===== src/rtl/muldiv_exec_unit.sv =====
// Iterative RV32M multiply/divide unit for the Execute stage.
// One shift-add or restoring-divide step per cycle; stalls F/D/E while busy.
module muldiv_exec_unit #(
    parameter int XLEN = 32,
    parameter int ITER = 32
) (
    input  logic            CLK,
    input  logic            RST_N,
    input  logic            StartE,
    input  logic            FlushE,
    input  logic [2:0]      FuncE,
    input  logic [XLEN-1:0] SrcAE,
    input  logic [XLEN-1:0] SrcBE,
    output logic            BusyE,
    output logic            DoneE,
    output logic [XLEN-1:0] ResultE
);

    localparam int CW = $clog2(ITER);
    localparam logic [CW-1:0] LastCnt = CW'(ITER - 1);
    localparam logic [XLEN-1:0] MinNeg = {1'b1, {(XLEN-1){1'b0}}};

    typedef enum logic [1:0] {
        IDLE = 2'd0,
        RUN  = 2'd1,
        DONE = 2'd2
    } stateT;

    stateT state;
    stateT stateNext;

    logic [CW-1:0]     count;
    logic [2:0]        funcQ;
    logic              negRes;
    logic [XLEN-1:0]   opMag;
    logic [2*XLEN-1:0] acc;
    logic [2*XLEN-1:0] accNext;

    logic            accept;
    logic            isRem;
    logic            aSigned;
    logic            bSigned;
    logic            aNeg;
    logic            bNeg;
    logic            divZero;
    logic            divOvf;
    logic            special;
    logic [XLEN-1:0] aMag;
    logic [XLEN-1:0] bMag;
    logic [XLEN-1:0] specRes;

    assign accept  = StartE & ~FlushE;
    assign isRem   = FuncE[2] & FuncE[1];
    assign aSigned = (FuncE == 3'd1) | (FuncE == 3'd2)
                   | (FuncE == 3'd4) | (FuncE == 3'd6);
    assign bSigned = (FuncE == 3'd1) | (FuncE == 3'd4)
                   | (FuncE == 3'd6);
    assign aNeg    = aSigned & SrcAE[XLEN-1];
    assign bNeg    = bSigned & SrcBE[XLEN-1];
    assign aMag    = aNeg ? -SrcAE : SrcAE;
    assign bMag    = bNeg ? -SrcBE : SrcBE;
    assign divZero = FuncE[2] & (SrcBE == '0);
    assign divOvf  = FuncE[2] & ~FuncE[0]
                   & (SrcAE == MinNeg) & (SrcBE == '1);
    assign special = divZero | divOvf;

    always_comb begin
        specRes = '0;
        unique case (1'b1)
            divZero: specRes = FuncE[1] ? SrcAE : '1;
            divOvf:  specRes = FuncE[1] ? '0 : MinNeg;
            default: specRes = '0;
        endcase
    end

    // Multiply: low half of acc holds the multiplier, shifted out LSB first.
    logic [XLEN:0]     mulSum;
    logic [2*XLEN-1:0] mulNext;

    assign mulSum  = {1'b0, acc[2*XLEN-1:XLEN]}
                   + {1'b0, (acc[0] ? opMag : '0)};
    assign mulNext = {mulSum, acc[XLEN-1:1]};

    // Divide: {rem, quot} shifts left, quotient bits enter at the bottom.
    logic [XLEN:0]     divShift;
    logic              divGe;
    logic [XLEN-1:0]   divRem;
    logic [2*XLEN-1:0] divNext;

    assign divShift = {acc[2*XLEN-1:XLEN], acc[XLEN-1]};
    assign divGe    = divShift >= {1'b0, opMag};
    assign divRem   = divGe ? (divShift[XLEN-1:0] - opMag)
                            : divShift[XLEN-1:0];
    assign divNext  = {divRem, acc[XLEN-2:0], divGe};

    assign accNext = funcQ[2] ? divNext : mulNext;

    logic [2*XLEN-1:0] prodFix;
    logic [XLEN-1:0]   divSel;
    logic [XLEN-1:0]   divFix;
    logic [XLEN-1:0]   mulSel;
    logic [XLEN-1:0]   runRes;

    assign prodFix = negRes ? -accNext : accNext;
    assign divSel  = funcQ[1] ? accNext[2*XLEN-1:XLEN]
                              : accNext[XLEN-1:0];
    assign divFix  = negRes ? -divSel : divSel;
    assign mulSel  = (funcQ[1:0] == 2'd0) ? prodFix[XLEN-1:0]
                                          : prodFix[2*XLEN-1:XLEN];
    assign runRes  = funcQ[2] ? divFix : mulSel;

    always_ff @(posedge CLK or negedge RST_N) begin
        if (!RST_N) begin
            state <= IDLE;
        end else begin
            state <= stateNext;
        end
    end

    always_comb begin
        stateNext = state;
        BusyE     = 1'b0;
        unique case (state)
            IDLE: begin
                BusyE = accept;
                if (accept) begin
                    stateNext = special ? DONE : RUN;
                end
            end
            RUN: begin
                BusyE = 1'b1;
                if (FlushE) begin
                    stateNext = IDLE;
                end else if (count == LastCnt) begin
                    stateNext = DONE;
                end
            end
            DONE: begin
                stateNext = IDLE;
            end
            default: begin
                stateNext = IDLE;
            end
        endcase
        if (!RST_N) begin
            BusyE = 1'b0;
        end
    end

    assign DoneE = (state == DONE);

    always_ff @(posedge CLK or negedge RST_N) begin
        if (!RST_N) begin
            count   <= '0;
            funcQ   <= '0;
            negRes  <= 1'b0;
            opMag   <= '0;
            acc     <= '0;
            ResultE <= '0;
        end else begin
            unique case (state)
                IDLE: begin
                    if (accept) begin
                        funcQ  <= FuncE;
                        count  <= '0;
                        negRes <= isRem ? aNeg : (aNeg ^ bNeg);
                        if (FuncE[2]) begin
                            opMag <= bMag;
                            acc   <= {{XLEN{1'b0}}, aMag};
                        end else begin
                            opMag <= aMag;
                            acc   <= {{XLEN{1'b0}}, bMag};
                        end
                        if (special) begin
                            ResultE <= specRes;
                        end
                    end
                end
                RUN: begin
                    if (!FlushE) begin
                        acc   <= accNext;
                        count <= count + 1'b1;
                        if (count == LastCnt) begin
                            ResultE <= runRes;
                        end
                    end
                end
                default: begin
                end
            endcase
        end
    end

endmodule


===== config.mk =====
export PLATFORM = sky130hd
export DESIGN_NAME = muldiv_exec_unit
export DESIGN_NICKNAME = d
export VERILOG_FILES = /design/src/rtl/muldiv_exec_unit.sv
export SDC_FILE = /design/constraint.sdc
export NUM_CORES = 1
export LEC_CHECK = 0
export ABC_AREA = 1
export CAP_MARGIN = 10
export CORE_MARGIN = 2
export CORE_UTILIZATION = 45
export DETAILED_ROUTE_END_ITERATION = 8
export GPL_ROUTABILITY_DRIVEN = 0
export PLACE_DENSITY = 0.65
export SETUP_SLACK_MARGIN = 0.1
export SLEW_MARGIN = 5
export SYNTH_ARGS = -nofsm -noshare
export SYNTH_HDL_FRONTEND = slang
export SYNTH_SLANG_ARGS = --single-unit
export TNS_END_PERCENT = 20

===== constraint.sdc =====
create_clock -name CLK -period 9.4 [get_ports CLK]
set_clock_uncertainty 0.2 [all_clocks]
set_input_delay 2.35 -clock CLK [delete_from_list [all_inputs] [get_ports CLK]]
set_output_delay 2.35 -clock CLK [all_outputs]
set_load 0.02 [all_outputs]

* Yosys cells after proc, flatten, opt, wreduce, memory -nomap -nowiden
Cells that the tools add are included.
Storage, ports and cells: bits in registers 139, bits of input ports 71, output and inout port bits 34
Operators by class: $add $sub $neg 7, magnitude comparators 1, eq/ne operators 14, muxes and demuxes 34, bitwise logic cells 17, reduce and logical (&&, ||, !) cells 8
Operators by type and width (count):
- $mux W32 | 16
- $mux W64 | 4
- $pmux W32 S2 | 2
- $pmux W64 S2 | 1
- $neg A32 Y32 | 3
- $eq A32 B32 Y1 const B | 2
- $neg A64 Y64 | 1
- $add A32 B32 Y33 | 1
- $ge A33 B32 Y1 | 1
- $logic_not A32 Y1 | 1
- $sub A32 B32 Y32 | 1
- $mux W5 | 2
- $pmux W5 S2 | 1
- $and A1 B1 Y1 | 8
- $mux W2 | 4
- $ne A2 B2 Y1 const B | 4
- $eq A3 B3 Y1 const B | 2
- $or A1 B1 Y1 | 6
- $add A5 B1 Y5 const B | 1
- $eq A5 B5 Y1 const B | 1
- $reduce_and A5 Y1 | 1
- $logic_not A2 Y1 | 2
- $pmux W2 S2 | 1
- $reduce_and A2 Y1 | 2
- other kinds (11) | 13

* Longest topological paths before layout
depth in word-level cells 10, depth in mapped cells 32, depth with buffers taken out 30

* Least setup slack after synthesis
No wires, ideal clock.
path kind input to output, from input FlushE, to output BusyE, arrival 3421 ps, required time 6850 ps, path slack 3429 ps, stages 6, path buffers 2, path through inv_1 -> nand2_1 -> nor2_1 -> clkbuf_1 -> clkbuf_1 -> o21a_1
Between the ends: longest elaborated chain between the ends 4
Ends and longest elaborated chain:
- start, declared | line 10 | input logic FlushE,
- $not A1 Y1 | line 52 | assign accept = StartE & ~FlushE;
- $and A1 B1 Y1 | line 52
- $pmux W1 S2 | line 123 | unique case (state)
- $mux W1 | line 145 | if (!RST_N) begin
- end, declared | line 14 | output logic BusyE,
Every way passes these cells.

* Worst setup path after layout
from input FuncE[2], to register acc[30]
Between the ends: longest elaborated chain between the ends 9, elaborated cells on any way between the ends 16
Ends and longest elaborated chain:
- start, declared | line 11 | input logic [2:0] FuncE,
- $eq A3 B1 Y1 / $eq A3 B2 Y1 (equally long branches) | line 54, 56
- $or A1 B1 Y1 | line 54 | assign aSigned = (FuncE == 3'd1) | (FuncE == 3'd2)
- $or A1 B1 Y1 (2 in series) | line 55 | | (FuncE == 3'd4) | (FuncE == 3'd6);
- $and A1 B1 Y1 | line 58 | assign aNeg = aSigned & SrcAE[XLEN-1];
- $mux W32 | line 60 | assign aMag = aNeg ? -SrcAE : SrcAE;
- $mux W32 (*) | line 167 | if (FuncE[2]) begin
- $mux W64 (*) | line 163 | if (accept) begin
- $pmux W64 S2 (*) | line 161 | unique case (state)
- end signal, assigned | line 169 | acc <= {{XLEN{1'b0}}, aMag};
- end signal, assigned | line 172 | acc <= {{XLEN{1'b0}}, bMag};
- end signal, assigned | line 181 | acc <= accNext;
- end, declared | line 36 | logic [2*XLEN-1:0] acc;
Every way passes the cells marked *; elsewhere a longest branch is shown, timed or not. The select of a mux whose other input is x is not followed. A chain may end at the register's enable or synchronous reset.

==> metrics.md <==
| Metric | Value |
|---|---|
| Outcome | finished, final reports clean |
| Setup Buffers After CTS | 0 |
| Leading area contributor after synthesis | nand2_1 |
| Die Area | 0.0429 mm² |
| Via count | 22600 |
| Root Buffer | clkbuf_16 |
| Rows | 74 |
| Synth top area share | 19.5% |
| Largest net degree at the start of global routing | 86 |
| RSZ-0062 raised after global routing | no |
| Area grow syn2layout | 10.2% |
| Part of the Yosys area used for sequential elements | 18.7% |
| Max cap viols | 0 |
| Worst-path clk slew | 0.07 ns |
| DRT Pass-1 Iters | 7 |
| Leakage | 10.6 nW |
| Via density | 5.94 |
| Power Density | 398 mW/mm² |
| Initial Utilization | 45.5% |
| First-pass GRT wire length | 122 mm |
| Die Y | 207 µm |
| Synth Instances | 3238 |
| Number of synthesized flops with an enable pin | 0 |
| Async set or reset register ratio after synthesis | 100% |
| Tcrit/Tclk final | 73.3% |
| WP data arrival | 6.99 ns |
| ANT nets after route | 0 |
| Final worst setup slack | 2.51 ns |
| Iter 0 DRT Violations | 3238 |
| Required @ worst endpoint | 9.50 ns |
| Top post-synthesis cells by area | nand2_1, dfrtp_1, inv_1 |
| Placeable Area | 0.0408 mm² |
| Vias in the first global route | 20700 |
| Most used DFF post-synth | dfrtp_1 |
| Final Max Tran Viols | 0 |
| CTS tree | yes |
| Post-CTS sizing | 0 |
| Hold crit path type | reg2reg |
| Total track usage | 37.0% |
| DP HPWL | 64.8 mm |
| Min cycle time layout | 6.89 ns |
| CP Max Fanout | 46 |
| TritonCTS buffer count | 17 |
| Crit path capture type | register |
| Synthesized area per cell | 5.74 µm² |
| R2r endpoint | ResultE[26]$_DFFE_PN0P_ |
| TNS Setup | 0 ns |
| Max Clock Freq | 0.145 GHz |
| Chip width | 207 µm |
| Initial antenna violation count | 1 |
| Crit path launch type | input pin |
| Max transition margin | 19.3% |
| Drt total wl | 81.4 mm |
| WL/cell | 21.4 µm |
| Critical Path Start | FuncE[2] |
| Final Setup Violations | 0 |
| Clk_lat worst skew | 0.46 ns |
| Maximum clock path buffer count | 2 |
| R2r startpoint | opMag[22]$_DFFE_PN0P_ |
| PortBufs | 104 |
| Grt ovf | 0 |
| Hold-fix buffers, CTS | 0 |
| Reg2reg path depth | 27 |
| Pre-CTS WS | 2.26 ns |
| VDD IR max | 0.226 mV |
| Net count, final | 3404 |
| Clk sink count | 139 |
| Layout fillers | 4334 |
| Syn nets | 3382 |
| IO Pins | 105 |
| Ratio of cells with drive above 1 in the final layout | 6.42% |
| Synth warn | 0 |
| Slew @ Worst Pin | 1.20 ns |
| Critical Path End | acc[30]$_DFFE_PN0P_ |
| Final hold vios | 0 |
| Crit Path Class | in2reg |
| Synthesized area | 0.0186 mm² |
| Setup slack, reg-to-reg | 3.58 ns |
| Synth unique cells | 58 |
| N_diodes | 0 |
| DRC violations left | 0 |
| Seq cells post-synth | 139 |
| Max H-tree Level | 4 |
==> cells in the mapped netlist, types with 19 or more instances <==
cell type and number:
a21oi_1 191, buf_2 29, clkbuf_1 63, dfrtp_1 139
ha_1 71, inv_1 468, nand2_1 966, nand2_2 35
nand3_1 272, nand3_2 23, nand4_1 52, nor2_1 312
nor2_2 24, nor3_1 33, o211ai_1 19, o21ai_0 197
o221ai_1 23, o22ai_1 22, xor2_1 78
==> per-layer routing <==
metal / wire (µm) / GRT usage (%)
met1: 31100 / 47.5
met2: 34800 / 56.8
met3: 9250 / 6.82
met4: 6240 / 24.2
met5: 13 / 0
==> how the worst min path moves through the flow <==
stage / start / endpoint / slack [ns] / cells after the start
floorplan: funcQ[0]$_DFFE_PN0P_ / funcQ[0]$_DFFE_PN0P_ / 0.24 / 2
global placement: count[4]$_DFFE_PN0P_ / count[4]$_DFFE_PN0P_ / 0.28 / 2
detailed placement: funcQ[0]$_DFFE_PN0P_ / funcQ[0]$_DFFE_PN0P_ / 0.29 / 2
CTS: funcQ[0]$_DFFE_PN0P_ / funcQ[0]$_DFFE_PN0P_ / 0.30 / 2
global route: count[4]$_DFFE_PN0P_ / count[4]$_DFFE_PN0P_ / 0.33 / 2
finish: funcQ[0]$_DFFE_PN0P_ / funcQ[0]$_DFFE_PN0P_ / 0.31 / 2
==> metrics by stage <==
| step | instances | util (%) | power, mW | hold slack (ns) | instance area, µm² |
|---|---|---|---|---|---|
| 5_1_grt | 3805 | 50.2 | 8.71 | 0.332 | 20500 |
| 3_5_place_dp | 3773 | 48.6 | 7.15 | 0.287 | 19900 |
| 3_3_place_gp | 3773 | 48.6 | 7.09 | 0.281 | 19900 |
| 6_report | 3805 | 50.2 | 8.15 | 0.307 | 20500 |
| 4_1_cts | 3805 | 50.2 | 7.92 | 0.304 | 20500 |
| 2_1_floorplan | 3238 | - | 5.24 | 0.243 | 18600 |
==> cells in the final DEF, fill, tap and decap left out, types with 11 or more instances in the layout <==
cell type	count
a21oi_1	191
buf_4	19
clkbuf_16	17
clkdlybuf4s50_1	103
dfrtp_1	137
ha_1	71
inv_1	467
nand2_1	966
nand2_2	35
nand3_1	272
nand3_2	23
nand3b_1	13
nand4_1	52
nor2_1	309
nor2_2	27
nor3_1	33
o211ai_1	19
o21ai_0	197
o21ai_1	17
o21bai_1	11
o221ai_1	23
o22ai_1	22
or2_2	17
xnor2_1	16
xor2_1	78
==> cell type report <==
type	count	area [µm²]	area share [%]
clock buffers	18	439	2.14
well taps	532	666	3.25
multi-input cells	2498	12700	62.1
repair buffers	123	1180	5.79
clock inverters	14	183	0.892
flip-flops and latches	139	3480	17.0
inverters	481	1810	8.82
==> critical path, stage by stage <==
cell             delay [ns]
clkdlybuf4s50_1        0.47
buf_4                  0.41
clkinv_1               0.73
nor2_1                 0.27
inv_1                  0.08
nand2_1                0.09
o21ai_0                0.10
nor2_1                 0.80
inv_1                  0.53
nor2_1                 0.30
nor2_1                 0.10
nand2_1                0.10
xor2_1                 0.22
o21ai_0                0.10
o21ai_0                0.19
o21ai_0                0.12
==> registers in the layout (all words and copies together), names as in the netlist <==
signal	cells
funcQ	3
state	2
count	5
acc	64
negRes	1
ResultE	32
opMag	32
==> logic make-up (layout without fill, tap and decap cells) <==
kind of cell             count (synthesis)  count (layout)  share of synthesized area [%]
buffers and inverters                  601             636                           12.9
flip-flops                             139             139                           18.7
AND/OR/NAND/NOR                       1794            1794                           42.6
AO/OA/AOI/OAI                          537             537                           16.4
XOR/XNOR                                94              94                           4.43
adder cells (fa/ha/maj)                 73              73                           5.00
==> power breakdown <==
group | leakage (nW) | switching, mW | total, mW | internal (mW)
sequential | 1.74 | 0.308 | 1.15 | 0.839
combinational | 8.57 | 4.45 | 6.26 | 1.81
clock | 0.293 | 0.310 | 0.740 | 0.430
total | 10.6 | 5.07 | 8.15 | 3.08
(Power assumes the default switching activity.)
